$ cat src/rtl/spi_reg_slave.sv
// rtl/spi_reg_slave.sv - SPI mode-0 slave with a 16 x 8 register bank and local read port
module spi_reg_slave #(
  parameter logic [7:0] RESET_VAL = 8'h00
) (
  input  logic       clk,
  input  logic       rst,
  input  logic       ss,
  input  logic       sck,
  input  logic       mosi,
  output logic       miso,
  input  logic [3:0] loc_addr,
  output logic [7:0] loc_rdata,
  output logic       wr_pulse,
  output logic [3:0] wr_addr,
  output logic [7:0] wr_data,
  output logic       rd_pulse,
  output logic       frame_err
);

  typedef enum logic [1:0] {
    IDLE = 2'd0,
    CMD  = 2'd1,
    DATA = 2'd2,
    DONE = 2'd3
  } state_t;

  state_t      state, state_n;

  logic        ss_q1, ss_s, ss_d;
  logic        sck_q1, sck_s, sck_d;
  logic        mosi_q1, mosi_s;

  logic        sck_rise, sck_fall, ss_rise;
  logic        bit_rise;
  logic        cmd_done, data_done;

  logic [4:0]  cnt;
  logic [7:0]  rx_sr;
  logic [7:0]  rx_next;
  logic [7:0]  tx_sr;
  logic        rw_q;
  logic [3:0]  idx_q;

  logic [7:0]  bank [16];

  // Two-flop synchronisers for the SPI pins plus one extra stage for edge detection;
  // select resets high so a reset never looks like a frame start or abort.
  always_ff @(posedge clk or posedge rst) begin
    if (rst) begin
      ss_q1   <= 1'b1;
      ss_s    <= 1'b1;
      ss_d    <= 1'b1;
      sck_q1  <= 1'b0;
      sck_s   <= 1'b0;
      sck_d   <= 1'b0;
      mosi_q1 <= 1'b0;
      mosi_s  <= 1'b0;
    end else begin
      ss_q1   <= ss;
      ss_s    <= ss_q1;
      ss_d    <= ss_s;
      sck_q1  <= sck;
      sck_s   <= sck_q1;
      sck_d   <= sck_s;
      mosi_q1 <= mosi;
      mosi_s  <= mosi_q1;
    end
  end

  assign sck_rise = sck_s & ~sck_d;
  assign sck_fall = ~sck_s & sck_d;
  assign ss_rise  = ss_s & ~ss_d;
  assign bit_rise = ~ss_s & sck_rise & (cnt < 5'd16);
  assign rx_next  = {rx_sr[6:0], mosi_s};

  // Frame state register.
  always_ff @(posedge clk or posedge rst) begin
    if (rst) begin
      state <= IDLE;
    end else begin
      state <= state_n;
    end
  end

  // Next-state decode; also flags the rises that complete the command and data bytes.
  always_comb begin
    state_n   = state;
    cmd_done  = 1'b0;
    data_done = 1'b0;
    case (state)
      IDLE: begin
        if (!ss_s) state_n = CMD;
      end
      CMD: begin
        if (ss_s) begin
          state_n = IDLE;
        end else if (bit_rise && cnt == 5'd7) begin
          state_n  = DATA;
          cmd_done = 1'b1;
        end
      end
      DATA: begin
        if (ss_s) begin
          state_n = IDLE;
        end else if (bit_rise && cnt == 5'd15) begin
          state_n   = DONE;
          data_done = 1'b1;
        end
      end
      DONE: begin
        if (ss_s) state_n = IDLE;
      end
      default: state_n = IDLE;
    endcase
  end

  // Bit counter and receive shifter; counting stops at 16 so trailing clocks are ignored.
  always_ff @(posedge clk or posedge rst) begin
    if (rst) begin
      cnt   <= 5'd0;
      rx_sr <= 8'h00;
    end else if (ss_s) begin
      cnt <= 5'd0;
    end else if (bit_rise) begin
      cnt   <= cnt + 5'd1;
      rx_sr <= rx_next;
    end
  end

  // Command latch, read-data load and MSB-first transmit shifting on falling sck.
  always_ff @(posedge clk or posedge rst) begin
    if (rst) begin
      rw_q     <= 1'b0;
      idx_q    <= 4'd0;
      tx_sr    <= 8'h00;
      rd_pulse <= 1'b0;
    end else begin
      rd_pulse <= 1'b0;
      if (cmd_done) begin
        rw_q  <= rx_next[7];
        idx_q <= rx_next[3:0];
        if (rx_next[7]) begin
          tx_sr    <= bank[rx_next[3:0]];
          rd_pulse <= 1'b1;
        end
      end else if (!ss_s && sck_fall && rw_q && cnt >= 5'd9 && cnt <= 5'd15) begin
        tx_sr <= {tx_sr[6:0], 1'b0};
      end
    end
  end

  assign miso = (!ss_s && rw_q && cnt >= 5'd8) ? tx_sr[7] : 1'b0;

  // Register bank with write commit on the sixteenth rise of a write frame.
  always_ff @(posedge clk or posedge rst) begin
    if (rst) begin
      for (int i = 0; i < 16; i++) bank[i] <= RESET_VAL;
      wr_pulse <= 1'b0;
      wr_addr  <= 4'd0;
      wr_data  <= 8'h00;
    end else begin
      wr_pulse <= 1'b0;
      if (data_done && !rw_q) begin
        bank[idx_q] <= rx_next;
        wr_addr     <= idx_q;
        wr_data     <= rx_next;
        wr_pulse    <= 1'b1;
      end
    end
  end

  // Abort detection: select released mid-frame (neither idle nor complete).
  always_ff @(posedge clk or posedge rst) begin
    if (rst) begin
      frame_err <= 1'b0;
    end else begin
      frame_err <= ss_rise && (cnt != 5'd0) && (cnt != 5'd16);
    end
  end

  assign loc_rdata = bank[loc_addr];

endmodule

$ cat config.mk
export PLATFORM = sky130hd
export DESIGN_NAME = spi_reg_slave
export DESIGN_NICKNAME = d
export VERILOG_FILES = /design/src/rtl/spi_reg_slave.sv
export SDC_FILE = /design/constraint.sdc
export NUM_CORES = 1
export LEC_CHECK = 0
export CORE_MARGIN = 3
export CORE_UTILIZATION = 60
export CTS_CLUSTER_DIAMETER = 150
export DETAILED_ROUTE_END_ITERATION = 10
export PLACE_DENSITY = 0.79
export SYNTH_ARGS = -nofsm -noshare
export SYNTH_HDL_FRONTEND = slang
export SYNTH_SLANG_ARGS = --single-unit
$ cat constraint.sdc
create_clock -name clk -period 7.5 [get_ports clk]
set_input_delay 1.5 -clock clk [delete_from_list [all_inputs] [get_ports clk]]
set_output_delay 1.5 -clock clk [all_outputs]
set_load 0.1 [all_outputs]
==> results.md <==
- Status: completed
- Reported net switching power: 573.7 uW
- Final core utilization: 69.60%
- RSZ-0062 raised after global routing: false
- Hold Crit Class: reg2reg
- Hold buffers post-CTS: 0
- Rel. slew slack: 28.66%
- Max-slew violations: 0
- GRT busiest layer: met2
- Layout fillers: 931
- #FFs+latches synth: 178
- Global routing usage on met1: 36.87%
- Core region area: 14200 um^2
- Number of flops mapped to enable cells by yosys: 0
- Die ar.: 16340 um^2
- Met3 GRT Util: 7.875%
- Tmin final: 6.057 ns
- Postcts setup bufs: 0
- Fmax: 165.1 MHz
- IO buf count: 32
- Critical path required time: 6.00 ns
- Peak supply drop: 185.9 uV
- Share of synthesized registers carrying an async set or reset: 100.0%
- Initial antenna violation count: 0
- Leading area contributor after synthesis: dfrtp_1
- DP Area: 9294 um^2
- IO Pins: 33
- Switching share of power: 27.24%
- Gp weighted congestion: 0.8444
- Nets: 628
- Ys flop type: dfrtp_1
- Clock skew: 0.005436 ns
- Die X: 127.8 um
- Routed WL per cell: 24.82 um
- Post-Syn Nets: 619
- Clock slew at reported path FFs: 0.07 ns
- Sequential-to-total area share from yosys stat: 50.07%
- CTS tree: built
- MaxCap Viol Count: 0
- Crit-path max FO: 13
- Initial DRC Count: 537
- Largest net degree at the start of global routing: 109
- Sum Neg Setup Slack: 0 ns
- Setup violators final: 0
- Remaining Overflow, GRT: 0
- Yosys cell types: 45
- Initial Utilization: 62.68%
- Vias in the first global route: 5651
- First-pass GRT wire length: 32320 um
- Met2 Usage GRT: 40.63%
- P_int: 1.532 mW
- Combinational Power Share: 6.8%
- Root buffer cell: clkbuf_16
- Final WL: 20060 um
- Final ANT Viol Nets: 0
- Via count: 5444
- Post-synth top area share: 49.18%
- Critical Path, Cell by Cell: clkdlybuf4s50_1 -> buf_4 -> mux4_2 -> mux4_2 -> clkdlybuf4s50_1
- Flop pwr share: 50.4%
- Tightest Pin Transition: 1.064 ns
- Die Y: 127.8 um
- Num rows: 43
- Post-synthesis instance total: 606
- Final hold vios: 0
- Post-route cell area: 9886 um^2
- Post-cts sizing count: 0
- DRC Markers: 0
- Proportion of layout cells with a drive suffix above 1: 43.79%
- Max stage delay cell, worst path: clkdlybuf4s50_1
- Synth area leaders: dfrtp_1, mux4_2, mux2_2
- Sink Count: 178
- H-tree lvl count: 4
- ANT cells: 0
- Synthesized area: 8904 um^2
- CP Class: in2out
- Gr usage total: 26.37%
- CTS Buf Count: 17
- Worst skew pair latency: 0.43 ns
- Final Cycle Share: 80.76%
- Critical Path Sink Type: primary output
- Clk pwr share: 42.7%
- Hold WS: 0.3537 ns
- P_leak: 4.566 nW
- Syn-to-layout area delta: 11.03%
- CP peak stage delay: 0.99 ns
- Worst EP arrival: 4.56 ns
- Vias per inst: 6.738
- First-pass DRT Iterations: 5
- Pwr Density: 213.1 nW/um^2
- Clk buf depth: 2
- Syn Area/Cell: 14.69 um^2
- HPWL after DPL: 12890 um
- Synth warnings: 0
- Critical path startpoint category: input pin
[cell usage in the layout (no fill, tap or decap), types with 2 or more instances in the layout]
| master | count |
|---|---|
| a21oi_1 | 23 |
| a22oi_1 | 16 |
| and3_1 | 2 |
| buf_4 | 12 |
| bufinv_16 | 2 |
| clkbuf_16 | 17 |
| clkdlybuf4s50_1 | 26 |
| clkinv_2 | 2 |
| clkinv_4 | 2 |
| clkinvlp_4 | 2 |
| dfrtp_1 | 173 |
| dfrtp_2 | 2 |
| dfstp_2 | 3 |
| ha_1 | 4 |
| inv_1 | 8 |
| inv_6 | 5 |
| mux2_2 | 129 |
| mux2_4 | 8 |
| mux2i_1 | 2 |
| mux4_2 | 71 |
| nand2_1 | 43 |
| nand2b_1 | 6 |
| nand3_1 | 3 |
| nand3b_1 | 4 |
| nand4_1 | 3 |
| nor2_1 | 19 |
| nor2b_1 | 3 |
| nor3_2 | 3 |
| nor3_4 | 6 |
| nor4_4 | 2 |
| o21ai_0 | 4 |
| xor2_1 | 2 |
[power by group through the flow]
| stage | Sequential (mW) | Combinational [mW] | Clock, mW |
|---|---|---|---|
| detailed placement | 1.08 | 0.143 | 0 |
| floorplan | 1.00 | 0.156 | 0 |
| global route | 1.07 | 0.155 | 0.956 |
| CTS | 1.06 | 0.144 | 0.910 |
| finish | 1.06 | 0.144 | 0.900 |
| global placement | 1.07 | 0.140 | 0 |
[registers in the layout (all words and copies together) (netlist names), 2 cells and up]
| signal | cells |
|---|---|
| rx_sr | 7 |
| cnt | 5 |
| idx_q | 4 |
| bank | 128 |
| tx_sr | 8 |
| state | 2 |
| wr_addr | 4 |
| wr_data | 8 |
[logic make-up (layout without fill, tap and decap cells)]
| kind of cell | after synthesis | count (layout) | synth area share, % |
|---|---|---|---|
| AO/OA/AOI/OAI | 47 | 47 | 3.246 |
| buffers and inverters | 59 | 81 | 2.726 |
| XOR/XNOR | 3 | 3 | 0.2952 |
| AND/OR/NAND/NOR | 105 | 105 | 7.251 |
| flip-flops | 178 | 178 | 50.07 |
| multiplexers | 210 | 210 | 35.85 |
| adder cells (fa/ha/maj) | 4 | 4 | 0.5621 |
[worst max-delay path, delay by kind of cell]
kind / cells / cell delay [ns]
buf+inv: 3 / 2.22
mux: 2 / 0.81
[Yosys cell counts, drive strengths merged (2+ instances only)]
cell	number
nand3b	4
nor4	2
mux2	137
nor3	9
ha	4
and3	2
mux2i	2
or4	2
nor2	19
nand4	3
nor2b	3
inv	9
dfrtp	175
clkbuf	30
a22oi	16
o21ai	4
mux4	71
a21oi	23
nand2	43
nand3	4
dfstp	3
xor2	2
nand2b	6
buf	19
[path summary, 6_finish.rpt]
check,from,end,slack (ns),cells past startpoint
worst max-delay path,loc_addr[1],loc_rdata[0],1.44,5
worst min-delay path,sck_q1$_DFF_PP0_,sck_s$_DFF_PP0_,0.35,0
worst max register to register,cnt[0]$_DFFE_PP0P_,bank[25]$_DFFE_PP0P_,4.15,9
worst min register to register,sck_q1$_DFF_PP0_,sck_s$_DFF_PP0_,0.35,0
max in group asynchronous,rst,rx_sr[0]$_DFFE_PP0P_,4.30,3
min in group asynchronous,rst,bank[120]$_DFFE_PP0P_,1.66,2
[stage by stage]
step	power [mW]	setup WS, ns	cells
after floorplan	1.161	1.175	606
after global routing	2.180	1.351	808
after detailed placement	1.220	1.424	776
after global placement	1.214	1.507	776
final	2.106	1.443	808
after CTS	2.115	1.432	808
[cell type report]
class	instances	area, um^2	share of cell area, %
clock inverters	13	148.9	1.506
inverters	10	42.54	0.4303
flip-flops and latches	178	4461	45.12
clock buffers	19	442.9	4.480
well taps	180	225.2	2.278
multi-input cells	369	4210	42.59
repair buffers	39	355.3	3.594
[per-layer routing]
metal	part of all wire, %	vias up
met3	7.7	37
li1	-	2295
met4	2.3	0
met5	0	-
met1	43	2870
met2	47	242
(Power assumes the default switching activity.)
